==> src/rtl/reset_sequencer_pkg.sv <==
// Purpose : shared types and constants for the staged reset / boot controller.
// Latency : n/a (declarations only).
// Backpr. : n/a.
package reset_sequencer_pkg;

    // Datapath width of the core the boot PC feeds.
    localparam int XLEN = 32;

    localparam logic [XLEN-1:0] PC_START_DEFAULT = 32'h0000_0400;

    typedef enum logic [1:0] {
        RSTSEQ_HOLD    = 2'd0,
        RSTSEQ_STAGGER = 2'd1,
        RSTSEQ_RUN     = 2'd2
    } rstseq_state_t;

    function automatic int max3(input int a, input int b, input int c);
        int m;
        m = a;
        if (b > m) m = b;
        if (c > m) m = c;
        return m;
    endfunction

endpackage

==> src/rtl/reset_sequencer_sync.sv <==
// Purpose : async-assert / sync-deassert reset synchroniser, usable in any clock domain.
// Latency : rst_sync falls on the STAGES-th clk edge after rst falls; rises immediately with rst.
// Backpr. : none; level output.
// Ports   : clk, rst (async active-high in), rst_sync (active-high out, released synchronously).
module reset_sync #(
    parameter int STAGES = 2
) (
    input  logic clk,
    input  logic rst,
    output logic rst_sync
);

    if (STAGES < 2) begin : g_bad_stages
        $error("reset_sync: STAGES must be >= 2");
    end

    logic [STAGES-1:0] chain;

    // Every flop is async-set so the output asserts without a clock; zeros
    // ripple in from the bottom once rst drops.
    always_ff @(posedge clk or posedge rst) begin
        if (rst) begin
            chain <= '1;
        end else begin
            chain <= {chain[STAGES-2:0], 1'b0};
        end
    end

    assign rst_sync = chain[STAGES-1];

endmodule

==> src/rtl/reset_sequencer.sv <==
// Purpose : staged reset release (channel 0 first) with boot PC and software warm reset.
// Latency : channel i releases SYNC_STAGES+HOLD_CYCLES+i*STAGGER_CYCLES edges after reset falls
//           (HOLD_CYCLES+i*STAGGER_CYCLES after a warm request); ready rises with the last channel.
// Backpr. : none; a held sw_reset_req keeps restarting the hold phase.
// Ports   : clk, reset (async active-high), sw_reset_req/sw_boot_pc (warm request + PC),
//           rst_out (per-channel active-high), boot_pc, ready, warm.
module reset_sequencer
    import reset_sequencer_pkg::*;
#(
    parameter int              NUM_CHANNELS   = 3,
    parameter int              SYNC_STAGES    = 2,
    parameter int              HOLD_CYCLES    = 3,
    parameter int              STAGGER_CYCLES = 2,
    parameter logic [XLEN-1:0] PC_START       = PC_START_DEFAULT
) (
    input  logic                    clk,
    input  logic                    reset,
    input  logic                    sw_reset_req,
    input  logic [XLEN-1:0]         sw_boot_pc,
    output logic [NUM_CHANNELS-1:0] rst_out,
    output logic [XLEN-1:0]         boot_pc,
    output logic                    ready,
    output logic                    warm
);

    if ((NUM_CHANNELS < 1) || (HOLD_CYCLES < 1) || (SYNC_STAGES < 2) || (STAGGER_CYCLES < 0)) begin : g_bad_params
        $error("reset_sequencer: illegal parameter combination");
    end

    localparam int CNT_W = $clog2(max3(HOLD_CYCLES, STAGGER_CYCLES, 1) + 1);
    localparam int IDX_W = $clog2(NUM_CHANNELS + 1);

    localparam logic [CNT_W-1:0] HOLD_LAST = CNT_W'(HOLD_CYCLES - 1);
    localparam logic [CNT_W-1:0] STAG_LAST = CNT_W'((STAGGER_CYCLES > 0) ? STAGGER_CYCLES - 1 : 0);
    localparam logic [IDX_W-1:0] IDX_LAST  = IDX_W'(NUM_CHANNELS - 1);

    logic rst_sync;

    reset_sync #(
        .STAGES (SYNC_STAGES)
    ) u_sync (
        .clk      (clk),
        .rst      (reset),
        .rst_sync (rst_sync)
    );

    rstseq_state_t            state, state_nxt;
    logic [CNT_W-1:0]         cnt, cnt_nxt;
    logic [IDX_W-1:0]         idx, idx_nxt;
    logic [NUM_CHANNELS-1:0]  rst_nxt;
    logic                     ready_nxt;
    logic                     warm_nxt;
    logic [XLEN-1:0]          pc_nxt;

    always_ff @(posedge clk or posedge reset) begin
        if (reset) begin
            state   <= RSTSEQ_HOLD;
            cnt     <= '0;
            idx     <= '0;
            rst_out <= '1;
            ready   <= 1'b0;
            warm    <= 1'b0;
            boot_pc <= PC_START;
        end else begin
            state   <= state_nxt;
            cnt     <= cnt_nxt;
            idx     <= idx_nxt;
            rst_out <= rst_nxt;
            ready   <= ready_nxt;
            warm    <= warm_nxt;
            boot_pc <= pc_nxt;
        end
    end

    always_comb begin
        state_nxt = state;
        cnt_nxt   = cnt;
        idx_nxt   = idx;
        rst_nxt   = rst_out;
        ready_nxt = ready;
        warm_nxt  = warm;
        pc_nxt    = boot_pc;

        if (rst_sync) begin
            // Synchroniser still draining: registers sit at their cold values.
            state_nxt = RSTSEQ_HOLD;
        end else if (sw_reset_req) begin
            // Warm restart from any state; the synchroniser is not re-run.
            state_nxt = RSTSEQ_HOLD;
            cnt_nxt   = '0;
            idx_nxt   = '0;
            rst_nxt   = '1;
            ready_nxt = 1'b0;
            warm_nxt  = 1'b1;
            pc_nxt    = sw_boot_pc;
        end else begin
            unique case (state)
                RSTSEQ_HOLD: begin
                    if (cnt == HOLD_LAST) begin
                        cnt_nxt    = '0;
                        idx_nxt    = IDX_W'(1);
                        rst_nxt[0] = 1'b0;
                        if (NUM_CHANNELS == 1) begin
                            state_nxt = RSTSEQ_RUN;
                            ready_nxt = 1'b1;
                        end else if (STAGGER_CYCLES == 0) begin
                            // No stagger: every channel goes with channel 0.
                            rst_nxt   = '0;
                            state_nxt = RSTSEQ_RUN;
                            ready_nxt = 1'b1;
                        end else begin
                            state_nxt = RSTSEQ_STAGGER;
                        end
                    end else begin
                        cnt_nxt = cnt + 1'b1;
                    end
                end
                RSTSEQ_STAGGER: begin
                    if (cnt == STAG_LAST) begin
                        cnt_nxt = '0;
                        for (int i = 0; i < NUM_CHANNELS; i++) begin
                            if (IDX_W'(i) == idx) rst_nxt[i] = 1'b0;
                        end
                        idx_nxt = idx + 1'b1;
                        if (idx == IDX_LAST) begin
                            state_nxt = RSTSEQ_RUN;
                            ready_nxt = 1'b1;
                        end
                    end else begin
                        cnt_nxt = cnt + 1'b1;
                    end
                end
                RSTSEQ_RUN: begin
                    state_nxt = RSTSEQ_RUN;
                end
                default: begin
                    state_nxt = RSTSEQ_HOLD;
                end
            endcase
        end
    end

endmodule

==> config.mk <==
export PLATFORM = sky130hd
export DESIGN_NAME = reset_sequencer
export DESIGN_NICKNAME = d
export VERILOG_FILES = /design/src/rtl/reset_sequencer_pkg.sv /design/src/rtl/reset_sequencer_sync.sv /design/src/rtl/reset_sequencer.sv
export SDC_FILE = /design/constraint.sdc
export NUM_CORES = 1
export LEC_CHECK = 0
export ABC_AREA = 1
export BUFFER_PORTS_ARGS = -buffer_cell sky130_fd_sc_hd__buf_2
export CAP_MARGIN = 20
export CORE_MARGIN = 2
export CORE_UTILIZATION = 53
export DETAILED_ROUTE_END_ITERATION = 10
export HOLD_SLACK_MARGIN = 0.15
export PLACE_DENSITY = 0.93
export SETUP_SLACK_MARGIN = 0.02
export SYNTH_ARGS = -nofsm -noshare
export SYNTH_HDL_FRONTEND = slang
export SYNTH_SLANG_ARGS = --single-unit
==> constraint.sdc <==
create_clock -name clk -period 2.8 [get_ports clk]
set_clock_uncertainty 0.1 [all_clocks]
set_input_delay 0.14 -clock clk [delete_from_list [all_inputs] [get_ports clk]]
set_output_delay 0.14 -clock clk [all_outputs]
set_load 0.03 [all_outputs]
==> summary.txt, run 1 <==
Fin crit period = 1.79 ns
Synth Cell Area = 0.00200 mm^2
Area leader, netlist = dfrtp_1
H-tree Lvls = 2
CTS root buffer = clkbuf_8
Distinct cells, synth = 19
GPL Wtd Cong = 0.858
# nets final = 379
CTS tree = done
DIE WIDTH = 65.4 um
Syn Inst Count = 232
Post-synth EDFFs = 0
# port buffers = 71
Top FF cell, synth = dfrtp_1
MaxCap Viol Count = 0
Clk buf depth = 2
Final Util = 76.3%
Final setup fails = 0
Postcts setup bufs = 0
Die ar. = 0.00427 mm^2
IO Count = 72
Initial DRT Pass Iterations = 5
Maximum vdd ir drop = 0.370 mV
Post-route ant nets = 0
CP Class = input pin to flop
DR vias = 1970
Routed vias/inst = 5.10
Tot GR Track Use = 29.6%
Max FO, Critical Path = 35
Antenna violations before repair = 0
Max Fclk = 0.559 GHz
Power per cell area = 621 mW/mm^2
Run status = finished clean
Hold buffer count at CTS = 34
Syn_nets = 274
Antenna Cells = 0
RSZ-0062 raised after global routing = no
DR WL/cell = 15.1 um
Clock Latency Late Sink = 0.29 ns
Setup_tns = 0 ns
Final hold violations = 0
Final worst path period share = 63.9%
Mean Syn Cell Area = 8.60 um^2
Post-CTS sizing = 0
Synth async-reset ratio = 100%
Core ar. = 0.00363 mm^2
Lkg Pwr = 1.54 nW
Final Max Slew Viols = 0
First-pass GRT wire length = 9340 um
Post-synthesis register bit count = 45
Worst Hold Class = flop to flop
CP Launch Type = input pin
Height of the die = 65.4 um
Max-Slew Margin vs Limit = 42.5%
Seq/Total Area, Yosys = 56.8%
Remaining DRCs = 0
Post-Route WL = 5830 um
Share of layout cells above drive strength 1 = 26.6%
Clk slew on worst S/H paths = 0.08 ns
Placement Rows = 22
Gr ovfl total = 0
Ys Warns = 0
Clock sinks = 45
Most numerous cell in the Yosys netlist = nand2_1
Starting Density = 54.9%
Crit path required time = 2.89 ns
Area grow syn2layout = 38.9%
Setup crit end kind = flop
Top cells by area, synth = dfrtp_1 49%, nand2_1 23%, dfstp_2 7.9%, ha_1 4.4%, inv_1 2.6%
Synth top area share = 48.9%
CP arrival = 1.87 ns
DRT iter0 DRCs = 146
Post-DP HPWL = 2900 um
Number of global-route vias before repair = 1996
Clock buffer count from CTS = 5
Top cells by count, synth = 123 x nand2_1, 39 x dfrtp_1, 14 x inv_1
Largest net degree at the start of global routing = 46
Worst Max-Slew Pin Slew = 0.862 ns
## worst max-delay path: stages
cell,delay (ns)
dlygate4sd3_1,0.52
buf_2,0.21
inv_4,0.10
nor2_8,0.38
inv_4,0.26
nand2_1,0.17
nand2_1,0.07
## metrics by stage
step	hold WS [ns]	cells	setup slack [ns]	total power, W	cell area, um^2
global route	0.275	386	0.886	0.00182	2770
floorplan	0.135	232	1.43	0.00114	2000
global placement	0.240	344	1.33	0.00126	2350
detailed placement	0.244	344	1.26	0.00128	2350
CTS	0.262	386	1.06	0.00170	2770
finish	0.272	386	1.01	0.00172	2770
## layer usage
layer	track usage, %	part of all wire [%]	vias up
li1	-	-	908
met1	36.0	40	937
met2	49.2	49	104
met3	8.22	7.8	21
met4	13.0	3.2	0
met5	0	0	-
## final timing paths
kind / start / end / slack [ns] / depth (start not counted)
setup reg to reg: state[1] / state[1] / 1.19 / 9
max in group asynchronous: reset / boot_pc[27] / 1.59 / 3
hold reg to reg: u_sync.chain[0] / u_sync.chain[1] / 0.27 / 0
hold / removal: u_sync.chain[0] / u_sync.chain[1] / 0.27 / 0
min in group asynchronous: reset / idx[1] / 0.46 / 3
setup / recovery: sw_reset_req / boot_pc[19] / 1.01 / 7
## cells by family after synthesis
logic type | Yosys count | share of synthesized area (%)
compound gates | 10 | 3.26
fa+ha+maj | 7 | 4.39
buf+inv | 23 | 6.39
flops | 45 | 56.8
other cells | 1 | 0.188
simple gates | 146 | 29.0
## registers in the layout (all words and copies together) (netlist names)
signal	cells
cnt	2
idx	2
state	2
rst_out	3
u_sync.chain	2
warm	1
boot_pc	32
ready	1
## final cells by class
| type | count | area (um^2) |
|---|---|---|
| Sequential cell | 45 | 1130 |
| Fill cell | 222 | 861 |
| Multi-Input combinational cell | 164 | 734 |
| Timing Repair Buffer | 105 | 696 |
| Clock buffer | 7 | 76.3 |
| Inverter | 16 | 65.1 |
| Tap cell | 48 | 60.1 |
| Clock inverter | 1 | 7.51 |
## placed cells by master, fill, tap and decap left out, drive strengths merged
cell type and instances:
a21oi 5, buf 71, clkbuf 7, clkinvlp 1
conb 1, dfrtp 39, dfstp 6, dlygate4sd3 34
ha 7, inv 16, nand2 123, nand3 7
nand4 1, nor2 14, o21ai 5, or2 1
## where the power goes
| group | leakage [nW] | total, W | internal, W | switching, W |
|---|---|---|---|---|
| clock network | 0.0385 | 0.000389 | 0.000177 | 0.000212 |
| registers | 0.547 | 0.000815 | 0.000746 | 0.0000690 |
| logic | 0.954 | 0.000519 | 0.000170 | 0.000349 |
Note: power is estimated with default switching activity, not from simulation.
==> run 2: changes to the inputs <==
Settings changed: ABC_AREA 1 to 0, CORE_UTILIZATION 53 to 43, PLACE_DENSITY 0.93 to 0.82.
Clock period 2.8 ns to 1.45 ns, I/O delays scaled along.
==> run 2 against run 1 <==
- the flow now finishes with violations (negative setup slack)
- combinational power rose by 110%
- area after synthesis is 4.3% lower
- final cell count fell by 17%
- critical endpoint is now state[1]
- largest cell class unchanged
- largest power group unchanged
==> summary.txt, run 2 <==
IO Count = 72 (unchanged)
Placed inst area = 0.00246 mm^2 (was 0.00235 mm^2)
Finished Layout Cells = 320 (was 386)
Post-route ant nets = 0 (unchanged)
Inst Count DP = 270 (was 344)
Worst Hold Class = input pin to flop (was flop to flop)
Final worst slack = -0.250 ns (was 1.01 ns)
Routed vias/inst = 4.79 (was 5.10)
Fill cells = 294 (was 222)
R2R depth = 6 (was 9)
GPL Wtd Cong = 0.774 (was 0.858)
DIE WIDTH = 70.7 um (was 65.4 um)
Pwr Total = 0.00344 W (was 0.00172 W)
DRT iter0 DRCs = 66 (was 146)
Top reg by flops = boot_pc (unchanged)
Clock buffer count from CTS = 5 (unchanged)
Top cells by area, synth = dfrtp_1 51%, mux2_2 18%, dfstp_2 8.3%, ha_1 4.6%, a21o_1 1.6% (was dfrtp_1 49%, nand2_1 23%, dfstp_2 7.9%, ha_1 4.4%, inv_1 2.6%)
Seq/Total Area, Yosys = 59.3% (was 56.8%)
Clk buf depth = 2 (unchanged)
Largest registers = boot_pc: 32 flops, rst_out: 3 flops (unchanged)
Antenna violations before repair = 0 (unchanged)
Reg2reg setup slack = -0.25 ns (was 1.19 ns)
Area grow syn2layout = 60.7% (was 38.9%)
Run status = complete, but fails checks (was finished clean)
Most numerous cell in the Yosys netlist = dfrtp_1 (was nand2_1)
Starting Density = 44.2% (was 54.9%)
Distinct cells, synth = 30 (was 19)
Ys Warns = 0 (unchanged)
Largest net degree at the start of global routing = 46 (unchanged)
Synth async-reset ratio = 100% (unchanged)
DR WL/cell = 14.4 um (was 15.1 um)
RSZ-0062 raised after global routing = yes (was no)
Area of the multi-input gates = 845 um^2 (was 734 um^2)
First-pass GRT wire length = 7850 um (was 9340 um)
CTS tree = done (unchanged)
WHS = 0.196 ns (was 0.272 ns)
Clock Latency Late Sink = 0.30 ns (was 0.29 ns)
Synth Cell Area = 0.00191 mm^2 (was 0.00200 mm^2)
Tot GR Track Use = 19.8% (was 29.6%)
CP Class = flop to flop (was input pin to flop)
Synth top area share = 51.1% (was 48.9%)
Post-synth EDFFs = 0 (unchanged)
Final worst path period share = 117%
R2r startpoint = state[0] (was state[1])
Most frequent cells in the layout = 71 x buf_2, 38 x dfrtp_1, 34 x dlygate4sd3_1 (was 123 x nand2_1, 71 x buf_2, 39 x dfrtp_1)
Post-Route WL = 4620 um (was 5830 um)
Gr ovfl total = 0 (unchanged)
Max Fclk = 0.588 GHz
Number of global-route vias before repair = 1773 (was 1996)
Fin crit period = 1.70 ns
Crit path required time = 1.58 ns (was 2.89 ns)
Post-synthesis register bit count = 45 (unchanged)
Hold EP = state[0] (was u_sync.chain[1])
Hold Path Depth = 4 (was 0)
Worst flop-to-flop path endpoint = state[1] (unchanged)
FF+latch area = 0.00113 mm^2 (about the same)
Max reg flops = 32 (unchanged)
Post-DP HPWL = 2630 um (was 2900 um)
Share of layout cells above drive strength 1 = 61.2% (was 26.6%)
Syn Inst Count = 134 (was 232)
Setup_tns = -1.61 ns (was 0 ns)
Area leader, netlist = dfrtp_1 (unchanged)
DR vias = 1533 (was 1970)
Top FF cell, synth = dfrtp_1 (unchanged)
CTS root buffer = clkbuf_8 (unchanged)
CP Launch Type = flop (was input pin)
Top cells by count, synth = 39 x dfrtp_1, 31 x mux2_2, 7 x ha_1 (was 123 x nand2_1, 39 x dfrtp_1, 14 x inv_1)
Initial DRT Pass Iterations = 4 (was 5)
Most common cell after layout, fill and taps aside = buf_2 (was nand2_1)
Mean Syn Cell Area = 14.3 um^2 (was 8.60 um^2)
CP arrival = 1.83 ns (was 1.87 ns)
Placement Rows = 24 (was 22)
Final Max Slew Viols = 0 (unchanged)
Core ar. = 0.00432 mm^2 (was 0.00363 mm^2)
Final setup fails = 10 (was 0)
# nets final = 309 (was 379)
Finished layout cell area = 0.00307 mm^2 (was 0.00277 mm^2)
Max FO, Critical Path = 4 (was 35)
Clock sinks = 45 (unchanged)
Failing checks = negative setup slack
Setup crit end kind = flop (unchanged)
Height of the die = 70.7 um (was 65.4 um)
Clk slew on worst S/H paths = 0.10 ns (was 0.08 ns)
# port buffers = 71 (unchanged)
Final hold violations = 0 (unchanged)
Hold_sp = sw_reset_req (was u_sync.chain[0])
Maximum vdd ir drop = 0.681 mV (was 0.370 mV)
Remaining DRCs = 0 (unchanged)
Die ar. = 0.00499 mm^2 (was 0.00427 mm^2)
Lkg Pwr = 1.43 nW (was 1.54 nW)
MaxCap Viol Count = 0 (unchanged)
Syn_nets = 176 (was 274)
H-tree Lvls = 2 (unchanged)
Power per cell area = 1120 mW/mm^2 (was 621 mW/mm^2)
Antenna Cells = 0 (unchanged)
[run 2: repair_timing]
action | CTS | global route
setup endpoints to repair | 43 | 23
setup buffers | 6 | 0
gates cloned | 1 | 1
hold buffers | 34 | 0
endpoints found under the hold margin | 78 | 0
gates resized for setup | 17 | 5
pin swaps | 3 | 2
[run 2: cells by family (layout without fill, tap and decap cells)]
logic type | Yosys count | after routing | share of synthesized area, %
other cells | 1 | 1 | 0.196
buf+inv | 11 | 143 | 3.21
fa+ha+maj | 7 | 7 | 4.58
compound gates | 14 | 14 | 4.98
mux | 34 | 34 | 20.0
simple gates | 22 | 24 | 7.73
flops | 45 | 45 | 59.3
[run 2: cell type report]
type | instances | share of cell area, %
inverter | 6 | 0.733
tap | 52 | 2.12
clock inverter | 3 | 0.856
clock buffer | 5 | 2.24
timing repair buffer | 129 | 29.6
sequential | 45 | 37.0
multi-input combinational | 80 | 27.5
[run 2: through the flow]
step | worst slack [ns] | util, %
final | -0.250 | 71.0
after CTS | -0.242 | 70.1
after global routing | -0.298 | 71.0
after detailed placement | -0.350 | 57.0
after floorplan | -0.166 | -
after global placement | -0.331 | 57.0
[run 2: critical path, cell delays in order, from the launching register on]
cell	delay, ns
dfrtp_2	0.42
inv_2	0.05
ha_2	0.19
and4bb_1	0.31
nor4_4	0.07
or3b_1	0.37
a21oi_2	0.13
[run 2: worst max path at each step]
stage | slack, ns | cells after the start | endpoint | start
final | -0.25 | 6 | state[1] | state[0]
after global routing | -0.30 | 6 | state[1] | state[0]
after floorplan | -0.17 | 6 | state[0] | state[0]
after CTS | -0.24 | 6 | state[1] | state[0]
after global placement | -0.33 | 2 | boot_pc[12] | u_sync.chain[1]
after detailed placement | -0.35 | 2 | boot_pc[21] | u_sync.chain[1]
[run 2: power breakdown]
group	internal, W	leakage (nW)	switching (W)
registers	0.00143	0.526	0.000111
clock network	0.000352	0.0487	0.000465
logic	0.000496	0.856	0.000589
[run 2: layer usage]
layer | vias up | track usage, % | part of all wire (%)
met5 | - | 0 | 0
met4 | 0 | 4.40 | 0.63
met3 | 4 | 6.41 | 6.5
met2 | 51 | 36.6 | 50
met1 | 745 | 22.2 | 43
li1 | 733 | - | -
